$ cat src/rtl/minmax_pkg.sv
// Shared state encoding for the min/max/trend frame tracker.
package minmax_pkg;

  typedef enum logic [1:0] {
    IDLE  = 2'd0,
    ACCUM = 2'd1,
    DONE  = 2'd2
  } state_t;

endpackage

$ cat src/rtl/minmax_tracker_comp.sv
// Unsigned magnitude comparator; each flag is a WIDTH-wide bus holding 0 or 1.
module Comp #(
  parameter int WIDTH = 8
) (
  input  logic [WIDTH-1:0] a,
  input  logic [WIDTH-1:0] b,
  output logic [WIDTH-1:0] gt,
  output logic [WIDTH-1:0] lt,
  output logic [WIDTH-1:0] eq
);

  assign gt = WIDTH'(a > b);
  assign lt = WIDTH'(a < b);
  assign eq = WIDTH'(a == b);

endmodule

$ cat src/rtl/minmax_tracker.sv
// Per-frame running max/min and rise/fall/equal counts over FRAME_LEN samples,
// with results held behind an out_valid/out_ready handshake.
module minmax_tracker
  import minmax_pkg::*;
#(
  parameter int WIDTH     = 8,
  parameter int FRAME_LEN = 16,
  parameter int CNT_W     = $clog2(FRAME_LEN + 1)
) (
  input  logic             Clk,
  input  logic             Rst,
  input  logic             clr,
  input  logic             in_valid,
  output logic             in_ready,
  input  logic [WIDTH-1:0] in_data,
  output logic             out_valid,
  input  logic             out_ready,
  output logic [WIDTH-1:0] max_out,
  output logic [WIDTH-1:0] min_out,
  output logic [CNT_W-1:0] rise_cnt,
  output logic [CNT_W-1:0] fall_cnt,
  output logic [CNT_W-1:0] eq_cnt
);

  state_t           state;
  logic [WIDTH-1:0] prev;
  logic [CNT_W-1:0] sample_cnt;

  logic [WIDTH-1:0] max_gt, max_lt, max_eq;
  logic [WIDTH-1:0] min_gt, min_lt, min_eq;
  logic [WIDTH-1:0] prev_gt, prev_lt, prev_eq;

  Comp #(.WIDTH(WIDTH)) u_cmp_max (
    .a (in_data), .b (max_out), .gt (max_gt), .lt (max_lt), .eq (max_eq)
  );

  Comp #(.WIDTH(WIDTH)) u_cmp_min (
    .a (in_data), .b (min_out), .gt (min_gt), .lt (min_lt), .eq (min_eq)
  );

  Comp #(.WIDTH(WIDTH)) u_cmp_prev (
    .a (in_data), .b (prev), .gt (prev_gt), .lt (prev_lt), .eq (prev_eq)
  );

  // Flags not needed for a given compare are folded into a sink on purpose.
  logic unused_flags;
  assign unused_flags = ^{max_lt, max_eq, min_gt, min_eq, prev_eq};

  assign in_ready  = (state != DONE);
  assign out_valid = (state == DONE);

  always_ff @(posedge Clk or negedge Rst) begin
    if (!Rst) begin
      state      <= IDLE;
      max_out    <= '0;
      min_out    <= '0;
      prev       <= '0;
      sample_cnt <= '0;
      rise_cnt   <= '0;
      fall_cnt   <= '0;
      eq_cnt     <= '0;
    end else if (clr || (state == DONE && out_ready) ||
                 !(state inside {IDLE, ACCUM, DONE})) begin
      // Abort, consumed results and illegal encodings all land in a clean IDLE.
      state      <= IDLE;
      max_out    <= '0;
      min_out    <= '0;
      prev       <= '0;
      sample_cnt <= '0;
      rise_cnt   <= '0;
      fall_cnt   <= '0;
      eq_cnt     <= '0;
    end else begin
      case (state)
        IDLE: begin
          if (in_valid) begin
            max_out    <= in_data;
            min_out    <= in_data;
            prev       <= in_data;
            sample_cnt <= CNT_W'(1);
            state      <= ACCUM;
          end
        end
        ACCUM: begin
          if (in_valid) begin
            if (|max_gt) max_out <= in_data;
            if (|min_lt) min_out <= in_data;
            if (|prev_gt)      rise_cnt <= rise_cnt + CNT_W'(1);
            else if (|prev_lt) fall_cnt <= fall_cnt + CNT_W'(1);
            else               eq_cnt   <= eq_cnt + CNT_W'(1);
            prev       <= in_data;
            sample_cnt <= sample_cnt + CNT_W'(1);
            if (sample_cnt == CNT_W'(FRAME_LEN - 1)) state <= DONE;
          end
        end
        default: ;
      endcase
    end
  end

endmodule

$ cat config.mk
export PLATFORM = sky130hd
export DESIGN_NAME = minmax_tracker
export DESIGN_NICKNAME = d
export VERILOG_FILES = /design/src/rtl/minmax_pkg.sv /design/src/rtl/minmax_tracker_comp.sv /design/src/rtl/minmax_tracker.sv
export SDC_FILE = /design/constraint.sdc
export NUM_CORES = 1
export LEC_CHECK = 0
export BUFFER_PORTS_ARGS = -buffer_cell sky130_fd_sc_hd__buf_2
export CORE_AREA = 2 2 102 55
export DETAILED_ROUTE_END_ITERATION = 8
export DIE_AREA = 0 0 104 57
export PLACE_DENSITY = 0.75
export REMOVE_ABC_BUFFERS = 1
export SLEW_MARGIN = 0
export SYNTH_ARGS = -nofsm -noshare
export SYNTH_HDL_FRONTEND = slang
export SYNTH_SLANG_ARGS = --single-unit
$ cat constraint.sdc
create_clock -name Clk -period 2.8 [get_ports Clk]
set_clock_uncertainty 0.15 [all_clocks]
set_input_delay 0.84 -clock Clk [delete_from_list [all_inputs] [get_ports Clk]]
set_output_delay 0.84 -clock Clk [all_outputs]
set_load 0.02 [all_outputs]
### After elaboration in Yosys (flattened, before gate mapping)

Index checks and enable logic that the tools add are counted.

* register bits: 46
* output and inout port bits: 33

* add/subtract/negate cells: 4
* order comparisons: 4
* equal/unequal tests: 11
* mux-type cells: 34
* reductions and logical operators: 21

Operators with widths (number)
* two-way mux 5 bit: 17
* two-way mux 8 bit: 9
* one-hot mux 8 bit (2 select lines): 2
* adder 5 x 1 -> 5 bit (second input constant): 4
* AND reduction 4 bit: 5
* greater-than comparator 8 bit: 2
* < comparator 8 bit: 2
* inequality test 3 x 2 -> 1 bit (second input constant): 4
* one-hot mux 5 bit (2 select lines): 1
* nonzero test 2 bit: 5
* two-way mux 2 bit: 4
* AND reduction 3 bit: 2
* nonzero test 3 bit: 2
* == test 5 x 4 -> 1 bit (second input constant): 1
* inequality test 2 x 1 -> 1 bit (second input constant): 2
* one-hot mux 2 bit (2 select lines): 1
* inequality test 3 x 1 -> 1 bit (second input constant): 1
* == test 2 x 1 -> 1 bit (second input constant): 1
* == test 2 bit (second input constant): 1
* zero test 2 bit: 1
* logical OR 1 bit: 2
* inequality test 2 bit (second input constant): 1
* AND reduction 2 bit: 1
* OR reduction 2 bit: 1
* 2 further kinds: 2

### Longest topological paths before layout

* depth in word-level cells: 6
* gate-level depth with buffers: 8

### Hierarchy

Synthesis repeated with hierarchy kept, for this count alone.

* cells, all modules: 366
* area, all modules: 3320.7 um^2

Modules (own cells, without submodules)
* minmax_tracker: times used 1, cells each 213, area each 2160.8 um^2, seq. area each 1151.1 um^2
* Comp: times used 3, cells each 51, area each 386.6 um^2, seq. area each 0.0 um^2

### Worst setup path after synthesis

Ideal clock, no wire load.

* path type: input -> register
* start: input port in_data[1]
* end: register fall_cnt[4]
* data arrival time: 2.346 ns
* required time: 2.572 ns
* slack: 0.226 ns
* stages on the path: 6
* buffers on the path: 0
* cell sequence: ha_1 nor2b_1 o211a_1 o21ba_1 or4_1 a21oi_1

* word-level cells in the longest chain between the ends: 3
* elaborated cells on any way between the ends: 5

Ends and longest elaborated chain
* start, declared: RTL line minmax_tracker.sv:15 `input logic [WIDTH-1:0] in_data,`
* greater-than comparator 8 bit or < comparator 8 bit (tied branches): RTL line minmax_tracker_comp.sv:12, minmax_tracker_comp.sv:13
* inequality test 2 x 1 -> 1 bit (no source line) or nonzero test 2 bit (tied branches)
* AND reduction 4 bit (no source line) (*)
* end signal, assigned: RTL line minmax_tracker.sv:89 `else if (|prev_lt) fall_cnt <= fall_cnt + CNT_W'(1);`
* end, declared: RTL line minmax_tracker.sv:21 `output logic [CNT_W-1:0] fall_cnt,`

Mark *: on every way between the ends. The rest lies on a longest branch, timed or not.
A chain may end at the register's enable or synchronous reset.

### Final worst setup path

* start: input port in_data[7]
* end: register fall_cnt[4]

Same word-level chain as after synthesis.

==> flow_summary.ini <==
[outcome]
outcome = completed

[setup_path]
worstSetupStartpoint = in_data[7]
required_ns = 2.88
arrival_ns = 2.55
cpMaxStageDelayCell = or4_1
worstSetupPathType = in -> reg
crit_top_cell = a21oi_1
start_kind = primary input
r2r-start = min_out[6]
rrSetupSlack_ns = 0.60
end_kind = flip-flop
worstPathMaxFanout = 7
crit_chain = buf_2, ha_1, a21oi_1, o21ai_1, or2_0, or4_1, a21oi_1
max_stage_delay_ns = 0.50

[clocking]
cts_buffers = 5
post_cts_resized = 0
clk_pin_slew_ns = 0.09
clock-sinks = 46
cts-root-buf = clkbuf_8
post-cts-setup-buffers = 0
cts_tree = done
cts_buffer_depth = 2
postCtsHoldBufs = 0
htreeDepth = 2
clkLatencyLatePin_ns = 0.30

[route]
dr_wl_met3_um = 452
firstDrtPassIters = 4
vias = 2339
wl_mm = 6.23
drt-initial-drc-count = 152
drtAntennaViolNets = 0
viasPerCell = 5.64
wl_per_cell_um = 15.0
met1Wirelength_mm = 3.30
wl_met2_mm = 2.47
highest_layer = met4
drc = 0

[synthesis]
synth-seq-cells = 46
synth_edf_count = 0
synthTopCellsByArea = dfrtp_1, ha_1, a22o_1
synth.largest_area_cell = dfrtp_1
netlist.area_leader.share = 0.421
async_flop_share = 1.00
netlist_top_cells_count = dfrtp_1, nand2_1, ha_1, inv_1, a21oi_1
synth.most_common_cell = dfrtp_1
seq_area_frac_synth = 0.421
synth_warnings = 0
netlist_instances = 286
netlist_area_um2 = 2730
syn_avg_cell_area_um2 = 9.55
synthFlopType = dfrtp_1
ys_types = 52

[finish]
nNetsFinal = 382
insertedDiodeCount = 0
drive_above_1_share = 0.208
areaGrowthSynthToFinish_pct = 17.3
final_area_um2 = 3210

[pwr]
total_power_mw = 1.49
peakVddDrop_mv = 0.232
p_leak_nw = 1.61
power_density_nw_per_um2 = 466

[hold_path]
hold_path.class = reg -> reg
hp-start = sample_cnt[4]

[placed_design]
dp_hpwl_mm = 4.78
gp_congestion = 0.845
dp_slack_ns = 0.0263
portBuffers = 45
postPlaceCellArea_um2 = 3090

[timing]
fin_hold_ws_ns = 0.329
hold_violations = 0
fin_tns_setup_ns = 0
setup_ws_ns = 0.332
max_freq_ghz = 0.405
maxSlewViolCount = 0
period_minus_slack_ns = 2.47
rsz0062_at_grt = no
setup_viol = 0
slew_headroom = 0.435
worst_pin_slew_ns = 0.848
fin_crit_sh = 0.882

[global_routing]
grt_pass1_wl_mm = 10.7
grt_pass1_vias = 2212
grt_overflow = 0
grt_max_degree = 39
antenna_found_initial = 0
grt_util_all_layers = 0.225

[floorplan]
core_um2 = 5130
ioPinCount = 46
initial_utilization = 0.532
dieWidth_um = 104
die_y_um = 57
dieArea_um2 = 5930
rows = 19

[job]
maxCapViolations = 0
[layout make-up]
cell class | instances | area, µm²
inverter | 25 | 93.8
timing repair buffer | 55 | 300
fill | 462 | 1930
multi-input combinational | 208 | 1460
sequential | 46 | 1150
tap | 73 | 91.3
clock inverter | 3 | 43.8
clock buffer | 5 | 68.8
[worst max-delay path, delay by kind of cell]
family | cells | cell delay [ns]
compound gates | 3 | 0.41
simple gates | 2 | 0.84
fa+ha+maj | 1 | 0.32
buf+inv | 1 | 0.13
[metrics by stage]
step | utilization | cells
floorplan | - | 279
global placement | 0.602 | 407
detailed placement | 0.602 | 407
CTS | 0.624 | 415
global route | 0.624 | 415
finish | 0.624 | 415
[state kept, by name, indices dropped and copies added (netlist names)]
name,cells
fall_cnt,5
eq_cnt,5
max_out,8
sample_cnt,5
min_out,8
prev,8
state,2
rise_cnt,5
[cells in the final DEF (no fill, tap or decap), drive strengths merged, types with 6 or more instances in the layout]
master   n
inv     26
ha      28
nor2    15
a21oi   25
buf     55
nand4    6
dfrtp   46
nand2   30
nand3    9
a22o    16
o21ai   14
[worst paths after layout]
kind | endpoint | cells after the start
setup / recovery | fall_cnt[4] | 7
hold / removal | sample_cnt[4] | 2
setup reg to reg | min_out[1] | 7
hold reg to reg | sample_cnt[4] | 2
max in group asynchronous | rise_cnt[3] | 2
min in group asynchronous | min_out[1] | 1
[logic make-up after synthesis]
kind of cell / share of synthesized area
xor gates and xnor gates: 0.00321
buffers and inverters: 0.0458
DFF: 0.421
muxes: 0.0147
and+or+nand+nor: 0.163
AOI/OAI and AO/OA: 0.224
adders and majority gates: 0.128
[routing by layer]
metal,global-route usage,up-vias
met5,0,-
met4,0.0347,0
met2,0.318,67
met3,0.0629,2
li1,-,1153
met1,0.352,1117
[where the power goes]
group | total, mW | internal (mW) | switching, mW
clock network | 0.502 | 0.268 | 0.235
logic | 0.276 | 0.106 | 0.170
registers | 0.715 | 0.691 | 0.0241
total | 1.49 | 1.06 | 0.429
Power figures use the tool's default switching activity.
